File: src/rtl/scr1_ahb_arb_pkg.sv
// Shared types for the SCR1 imem/dmem AHB-Lite memory arbiter.
package scr1_ahb_arb_pkg;

    localparam logic [1:0] HTRANS_IDLE   = 2'b00;
    localparam logic [1:0] HTRANS_NONSEQ = 2'b10;
    localparam int         ARB_AW_MAX    = 32;

    typedef enum logic [1:0] {
        OWNER_NONE = 2'd0,
        OWNER_IMEM = 2'd1,
        OWNER_DMEM = 2'd2
    } type_scr1_arb_owner_e;

    typedef struct packed {
        logic [ARB_AW_MAX-1:0] addr;
        logic [2:0]            size;
        logic [3:0]            prot;
        logic                  write;
    } type_scr1_ahb_req_s;

endpackage

File: src/rtl/scr1_ahb_req_hold.sv
// One-deep capture register for an address phase that could not be forwarded at once.
module scr1_ahb_req_hold
    import scr1_ahb_arb_pkg::*;
(
    input  logic               clk,
    input  logic               rst,
    input  logic               capture,
    input  logic               clear,
    input  type_scr1_ahb_req_s live,
    output logic               pend,
    output type_scr1_ahb_req_s held
);

    // capture and clear never coincide: a live request implies pend = 0
    always_ff @(posedge clk) begin
        if (rst) begin
            pend <= 1'b0;
            held <= '0;
        end else if (capture) begin
            pend <= 1'b1;
            held <= live;
        end else if (clear) begin
            pend <= 1'b0;
        end
    end

endmodule

File: src/rtl/scr1_ahb_mem_arb.sv
// Arbitrates the SCR1 imem and dmem AHB-Lite masters onto one memory slave,
// holding the losing address phase and routing each data phase back to its owner.
module scr1_ahb_mem_arb
    import scr1_ahb_arb_pkg::*;
#(
    parameter int AW     = 32,
    parameter int DW     = 32,
    parameter bit ARB_RR = 1'b1
) (
    input  logic          clk,
    input  logic          rst,
    input  logic [1:0]    imem_htrans,
    input  logic [AW-1:0] imem_haddr,
    input  logic [2:0]    imem_hsize,
    input  logic [3:0]    imem_hprot,
    output logic          imem_hready,
    output logic [DW-1:0] imem_hrdata,
    output logic          imem_hresp,
    input  logic [1:0]    dmem_htrans,
    input  logic [AW-1:0] dmem_haddr,
    input  logic [2:0]    dmem_hsize,
    input  logic [3:0]    dmem_hprot,
    input  logic          dmem_hwrite,
    input  logic [DW-1:0] dmem_hwdata,
    output logic          dmem_hready,
    output logic [DW-1:0] dmem_hrdata,
    output logic          dmem_hresp,
    output logic [1:0]    s_htrans,
    output logic [AW-1:0] s_haddr,
    output logic [2:0]    s_hsize,
    output logic [3:0]    s_hprot,
    output logic          s_hwrite,
    output logic [DW-1:0] s_hwdata,
    input  logic          s_hready,
    input  logic [DW-1:0] s_hrdata,
    input  logic          s_hresp
);

    type_scr1_arb_owner_e owner, last, grant;
    type_scr1_ahb_req_s   live_i, live_d, held_i, held_d, sel, addr_q;
    logic                 pend_i, pend_d;
    logic                 live_req_i, live_req_d, req_i, req_d;

    always_comb begin
        imem_hready = (owner == OWNER_IMEM) ? s_hready : !pend_i;
        dmem_hready = (owner == OWNER_DMEM) ? s_hready : !pend_d;
        live_i      = '{addr: ARB_AW_MAX'(imem_haddr), size: imem_hsize, prot: imem_hprot, write: 1'b0};
        live_d      = '{addr: ARB_AW_MAX'(dmem_haddr), size: dmem_hsize, prot: dmem_hprot, write: dmem_hwrite};
        live_req_i  = imem_hready && (imem_htrans == HTRANS_NONSEQ);
        live_req_d  = dmem_hready && (dmem_htrans == HTRANS_NONSEQ);
        req_i       = pend_i || live_req_i;
        req_d       = pend_d || live_req_d;
    end

    always_comb begin
        grant = OWNER_NONE;
        if (s_hready) begin
            if (req_i && req_d)
                grant = (ARB_RR && last == OWNER_DMEM) ? OWNER_IMEM : OWNER_DMEM;
            else if (req_d)
                grant = OWNER_DMEM;
            else if (req_i)
                grant = OWNER_IMEM;
        end
    end

    // While the slave stalls, the last forwarded address stays on the bus
    always_comb begin
        case (grant)
            OWNER_IMEM: sel = pend_i ? held_i : live_i;
            OWNER_DMEM: sel = pend_d ? held_d : live_d;
            default:    sel = addr_q;
        endcase
        s_htrans = (grant != OWNER_NONE) ? HTRANS_NONSEQ : HTRANS_IDLE;
        s_haddr  = AW'(sel.addr);
        s_hsize  = sel.size;
        s_hprot  = sel.prot;
        s_hwrite = sel.write;
    end

    always_comb begin
        s_hwdata    = (owner == OWNER_DMEM) ? dmem_hwdata : '0;
        imem_hrdata = s_hrdata;
        dmem_hrdata = s_hrdata;
        imem_hresp  = (owner == OWNER_IMEM) && s_hresp;
        dmem_hresp  = (owner == OWNER_DMEM) && s_hresp;
    end

    always_ff @(posedge clk) begin
        if (rst) begin
            owner  <= OWNER_NONE;
            last   <= OWNER_IMEM;
            addr_q <= '0;
        end else if (s_hready) begin
            owner <= grant;
            if (grant != OWNER_NONE) begin
                last   <= grant;
                addr_q <= sel;
            end
        end
    end

    scr1_ahb_req_hold u_hold_imem (
        .clk     (clk),
        .rst     (rst),
        .capture (live_req_i && (grant != OWNER_IMEM)),
        .clear   (grant == OWNER_IMEM),
        .live    (live_i),
        .pend    (pend_i),
        .held    (held_i)
    );

    scr1_ahb_req_hold u_hold_dmem (
        .clk     (clk),
        .rst     (rst),
        .capture (live_req_d && (grant != OWNER_DMEM)),
        .clear   (grant == OWNER_DMEM),
        .live    (live_d),
        .pend    (pend_d),
        .held    (held_d)
    );

endmodule

File: config.mk
export PLATFORM = sky130hd
export DESIGN_NAME = scr1_ahb_mem_arb
export DESIGN_NICKNAME = d
export VERILOG_FILES = /design/src/rtl/scr1_ahb_arb_pkg.sv /design/src/rtl/scr1_ahb_req_hold.sv /design/src/rtl/scr1_ahb_mem_arb.sv
export SDC_FILE = /design/constraint.sdc
export NUM_CORES = 1
export LEC_CHECK = 0
export BUFFER_PORTS_ARGS = -buffer_cell sky130_fd_sc_hd__buf_4
export CAP_MARGIN = 20
export CORE_MARGIN = 2
export CORE_UTILIZATION = 25
export CTS_CLUSTER_SIZE = 10
export DETAILED_ROUTE_END_ITERATION = 8
export MAX_ROUTING_LAYER = met4
export PLACE_DENSITY_LB_ADDON = 0.1
export SYNTH_ARGS = -nofsm -noshare
export SYNTH_HDL_FRONTEND = slang
export SYNTH_SLANG_ARGS = --single-unit
export TNS_END_PERCENT = 5
File: constraint.sdc
create_clock -name clk -period 3.01 [get_ports clk]
set_input_delay 0.4515 -clock clk [delete_from_list [all_inputs] [get_ports clk]]
set_output_delay 0.4515 -clock clk [all_outputs]
set_load 0.02 [all_outputs]
* After elaboration in Yosys (flattened, before gate mapping)
Index checks and enable logic that the tools add are counted.
** Operators by class
- Mux-type cells :: 16
- Eq/ne operators :: 9
- Reduce and logical (&&, ||, !) cells :: 15
** Operators with widths (count)
- 40-bit two-way mux :: 2
- 40-bit case mux with 2 select lines :: 1
- 32-bit two-way mux :: 1
- 2-bit == test, second input constant :: 5
- 2-bit two-way mux :: 5
- 1-bit logical AND :: 7
- 1-bit two-way mux :: 7
- 2-bit nonzero test :: 3
- 2-bit by 1-bit == test with 1-bit output, second input constant :: 2
- 1-bit zero test :: 2
- 1-bit logical OR :: 2
- 2-bit by 1-bit inequality test with 1-bit output, second input constant :: 1
- 2-bit inequality test, second input constant :: 1
- 2-bit AND reduction :: 1
** Storage, ports and cells
- Output and inout bits :: 142
- Bits in registers :: 125
- Logic and storage cells :: 55

* Longest topological paths before layout
- Depth after elaboration :: 11
- Depth in mapped cells :: 12
- Depth with buffers taken out :: 9

* Cells and area by module
From an unflattened synthesis, not the netlist that was laid out.
** Unflattened totals
- Cells, all modules :: 774
- Area total of the unflattened synthesis :: 7728.7 um2
** Modules (own cells, without submodules)
- scr1_ahb_mem_arb :: area an instance 4710.8 um2, times used 1, cells an instance 506, sequential area each 880.8 um2
- scr1_ahb_req_hold :: area an instance 1508.9 um2, times used 2, cells an instance 134, sequential area each 820.8 um2

* Worst setup path after synthesis
Ideal clock, no wire load.
- Path type :: reg2out
- Start point :: register u_hold_imem.pend
- End point :: output port s_haddr[10]
- Data arrival time :: 2289 ps
- Slack :: 270 ps
- Buffers on the path :: 5
- Stages on the path, launching flop included :: 10
- Path through :: dfxtp_1 -> buf_2 -> buf_2 -> o21ai_0 -> nand3_1 -> ha_1 -> clkbuf_1 -> clkbuf_1 -> clkbuf_1 -> a21oi_1
** On the way
- Word-level cells in the longest chain between the ends :: 10
- Elaborated cells between the ends (all ways) :: 13
- Classes of those cells :: eq/ne: 2; mux: 7; reduce/logical: 4
** Ends and longest elaborated chain
- start, declared :: line scr1_ahb_req_hold.sv:10 : output logic pend,
- start signal, assigned :: line scr1_ahb_req_hold.sv:17 : pend <= 1'b0;
- start signal, assigned :: line scr1_ahb_req_hold.sv:20 : pend <= 1'b1;
- start signal, assigned :: line scr1_ahb_req_hold.sv:23 : pend <= 1'b0;
- 1-bit zero test :: line scr1_ahb_mem_arb.sv:45 : imem_hready = (owner == OWNER_IMEM) ? s_hready : !pend_i;
- 1-bit two-way mux :: line scr1_ahb_mem_arb.sv:45
- 1-bit logical AND :: line scr1_ahb_mem_arb.sv:49 : live_req_i = imem_hready && (imem_htrans == HTRANS_NONSEQ);
- 1-bit logical OR :: line scr1_ahb_mem_arb.sv:51 : req_i = pend_i || live_req_i;
- 1-bit two-way mux :: line scr1_ahb_mem_arb.sv:62 : else if (req_i)
- 2-bit two-way mux :: line scr1_ahb_mem_arb.sv:60 : else if (req_d)
- 2-bit two-way mux :: line scr1_ahb_mem_arb.sv:58 : if (req_i && req_d)
- 2-bit two-way mux :: line scr1_ahb_mem_arb.sv:57 : if (s_hready) begin
- 2-bit == test or 2-bit by 1-bit == test with 1-bit output (tied branches) :: line scr1_ahb_mem_arb.sv:69 : case (grant)
- 40-bit case mux with 2 select lines (*) :: line scr1_ahb_mem_arb.sv:69
- end, declared :: line scr1_ahb_mem_arb.sv:29 : output logic [AW-1:0] s_haddr,
Mark *: on every way between the ends. The rest lies on a longest branch, timed or not.

* Final worst setup path
- Start point :: input port imem_htrans[0]
- End point :: output port s_haddr[31]
** On the way
- Word-level cells in the longest chain between the ends :: 9
- Elaborated cells between the ends (all ways) :: 11
- Classes of those cells :: eq/ne: 3; mux: 5; reduce/logical: 3
** Ends and longest elaborated chain
- start, declared :: line scr1_ahb_mem_arb.sv:12 : input logic [1:0] imem_htrans,
- 2-bit == test (*) :: line scr1_ahb_mem_arb.sv:49
- 1-bit logical AND (*) :: line scr1_ahb_mem_arb.sv:49
- 1-bit logical OR (*) :: line scr1_ahb_mem_arb.sv:51
- 1-bit two-way mux :: line scr1_ahb_mem_arb.sv:62
- 2-bit two-way mux :: line scr1_ahb_mem_arb.sv:60
- 2-bit two-way mux (*) :: line scr1_ahb_mem_arb.sv:58
- 2-bit two-way mux (*) :: line scr1_ahb_mem_arb.sv:57
- net grant[0] :: line scr1_ahb_mem_arb.sv:39 : type_scr1_arb_owner_e owner, last, grant;
- 2-bit == test or 2-bit by 1-bit == test with 1-bit output (tied branches) :: line scr1_ahb_mem_arb.sv:69
- 40-bit case mux with 2 select lines (*) :: line scr1_ahb_mem_arb.sv:69
The timed path passes the listed nets; every way through them passes the cells marked *.

==> flow_summary.json <==
{
  "status": "completed",
  "min_period_over_period_pct": 94.40,
  "clock_latency_ps": 420,
  "dieWidth_um": 170.5,
  "drive_above_1_share_pct": 37.77,
  "final_area_mm2": 0.008969,
  "switchingPower_mw": 1.428,
  "gp_congestion": 0.7085,
  "sw_frac_of_total_pct": 28.13,
  "multi_input_area_mm2": 0.003637,
  "yosysWarnings": 0,
  "cp_max_fo": 11,
  "power.total_mw": 5.074,
  "antenna_cells": 0,
  "rows": 60,
  "pwr-share-comb_pct": 22.3,
  "max_cap_violations": 0,
  "cp_slowest_cell": "nor2b_1",
  "crit_path_cell_trace": "buf_4 -> nor2b_1 -> o21ai_0 -> a21o_1 -> inv_1 -> ha_4 -> buf_4 -> a22oi_1 -> a21oi_1 -> buf_4",
  "vias_per_cell": 4.423,
  "die_h_um": 170.5,
  "post_cts_resized": 0,
  "intPower_mw": 3.647,
  "cts_tree": "yes",
  "rsz0062_at_grt": "false",
  "min_period_ps": 2841,
  "nNetsFinal": 1028,
  "worstSetupPathType": "input pin to output port",
  "clk_pin_slew_ps": 60,
  "leakage_nw": 3.552,
  "cp-end-kind": "output port",
  "port_buffers": 195,
  "cpLargestDelayFamily": "compound AO/OA/AOI/OAI gates",
  "syn_area_per_cell_um2": 9.007,
  "required_ps": 2560,
  "critical_path.max_stage_delay_ps": 300,
  "cts_sinks": 125,
  "vias": 5568,
  "die-area_mm2": 0.02905,
  "crit_top_cell": "buf_4",
  "ioPinCount": 293,
  "final_cell_mix": "buf_4, nor2_1, dfxtp_1",
  "fill_cells": 2854,
  "coreArea_mm2": 0.02710,
  "grt_max_degree": 51,
  "start_kind": "input pin",
  "start_util_pct": 25.56,
  "dp_cells": 1227,
  "tightest_slew_ps": 707.0,
  "fmax_mhz": 352.0,
  "drtPass1Iterations": 4,
  "clock_power_share_pct": 42.7,
  "power_density_mw_per_mm2": 565.8,
  "drt-total-wl_um": 20990,
  "ys_seq_elements": 125,
  "mappedNetlistArea_mm2": 0.006927,
  "syn_to_final_growth_pct": 29.48,
  "cts_setup_buffers": 0,
  "ys_types": 31,
  "synth_cells": 769,
  "cts_hold_buf": 0,
  "seq_area_mm2": 0.002505,
  "overflow": 0,
  "fin_setup_tns_ps": 0,
  "wire_per_inst_um": 16.68,
  "yosysSeqAreaShare_pct": 36.13,
  "peakVddDrop_uv": 325.3,
  "antenna_found_initial": 0,
  "grt_pass1_wl_um": 31770,
  "drtIter0Drc": 221,
  "htree_levels": 4,
  "dpl_cell_area_mm2": 0.008343,
  "grt_pass1_vias": 5530,
  "numCtsBuffers": 17,
  "grtUsageTotal_pct": 14.80,
  "fin_skew_ps": 9.764,
  "finalHoldViolCount": 0,
  "ant_nets": 0,
  "relSlewSlack_pct": 52.87,
  "slew_viol_final": 0,
  "dp_hpwl_um": 14440,
  "setup_violations": 0,
  "layout.cells.non_filler": 1259,
  "root_buffer": "clkbuf_16",
  "crit_arrival_ps": 2390,
  "ctsLongestPathBuffers": 2,
  "hp-class": "input pin to flip-flop",
  "p_seq_share_pct": 35.1,
  "cp_num_buf_inv": 4,
  "drc": 0,
  "syn_nets": 923,
  "final_common_cell": "buf_4"
}
## stage by stage
stage,hold WS (ps),setup slack (ps),utilization (%)
final,275.3,168.7,33.09
after global placement,458.5,154.4,30.78
after CTS,254.3,23.31,33.02
after floorplan,437.0,270.0,-
after detailed placement,457.8,76.22,30.78
after global routing,257.3,33.74,33.09
## kinds of logic (layout without fill, tap and decap cells)
logic type | after synthesis | in the layout | synth area share [%]
buffers and inverters | 133 | 251 | 11.85
AND/OR/NAND/NOR | 216 | 216 | 13.85
flip-flops | 125 | 125 | 36.13
other | 1 | 1 | 0.05414
multiplexers | 158 | 158 | 24.24
adder cells (fa/ha/maj) | 3 | 3 | 0.5420
AO/OA/AOI/OAI | 133 | 133 | 13.33
## state kept, by name, summed over array words and instances (netlist names)
name	count
u_hold_imem.pend	1
last	2
u_hold_imem.held	39
u_hold_dmem.pend	1
u_hold_dmem.held	40
owner	2
addr_q	40
## Yosys cell counts
cell type    n  area (µm²)
a2111oi_4    2       55.05
a211oi_1    40       300.3
a21o_1       1       7.510
a21oi_1     45       225.2
a22oi_1     39       292.8
and2_1      33       206.5
buf_1        1       3.750
buf_2       17       85.08
buf_4       67       503.0
buf_6        5       56.30
buf_8        1       15.01
clkbuf_1    37       138.9
conb_1       1       3.750
dfxtp_1    125        2502
ha_1         3       37.54
inv_1        5       18.77
mux2_2      78       878.3
mux2i_1     80       800.8
nand2_1      4       15.01
nand2b_1     6       37.54
nand2b_4     2       27.53
nand3_1      2       10.01
nor2_1     162       608.1
nor2b_1      4       25.02
nor3_1       1       5.000
nor3b_2      2       25.02
o21a_1       1       7.510
o21ai_0      2       10.01
o21ba_2      1       10.01
o221ai_1     1       8.760
o22ai_1      1       6.260
## final cells by class
| class | count | share of cell area, % |
|---|---|---|
| multi-input combinational | 511 | 40.56 |
| clock inverter | 12 | 1.897 |
| sequential | 125 | 27.93 |
| inverter | 5 | 0.2093 |
| tap | 372 | 5.190 |
| timing repair buffer | 214 | 19.35 |
| clock buffer | 20 | 4.869 |
## layer usage
| metal | vias to the layer above | global-route usage [%] | wire length (µm) |
|---|---|---|---|
| met2 | 142 | 23.86 | 10010 |
| met3 | 37 | 3.442 | 1013 |
| met1 | 2581 | 18.34 | 9673 |
| li1 | 2808 | - | - |
| met5 | - | - | 0 |
| met4 | 0 | 4.645 | 298 |
## worst register-to-register path, stage by stage, from the launching register on
cell,delay [ps]
dfxtp_1,340
nor2b_1,190
o21ai_0,160
nand3_2,180
inv_1,60
ha_2,200
buf_12,160
a2111oi_4,430
buf_12,270
mux2i_1,220
nor2_1,50
## worst paths after layout
kind | from | end | slack (ps) | cells past startpoint
worst min register to register | addr_q[0] | addr_q[0] | 460 | 2
worst max register to register | last[1] | u_hold_dmem.held[7] | 590 | 10
worst min-delay path | dmem_haddr[25] | u_hold_dmem.held[33] | 280 | 3
worst max-delay path | imem_htrans[0] | s_haddr[31] | 170 | 10
## power by group through the flow
stage	Clock (mW)	Sequential, mW	Combinational [mW]
floorplan	0	1.80	0.800
global placement	0	1.81	1.15
detailed placement	0	1.81	1.15
CTS	2.23	1.78	1.15
global route	2.31	1.79	1.23
finish	2.17	1.78	1.13
(Power assumes the default switching activity.)
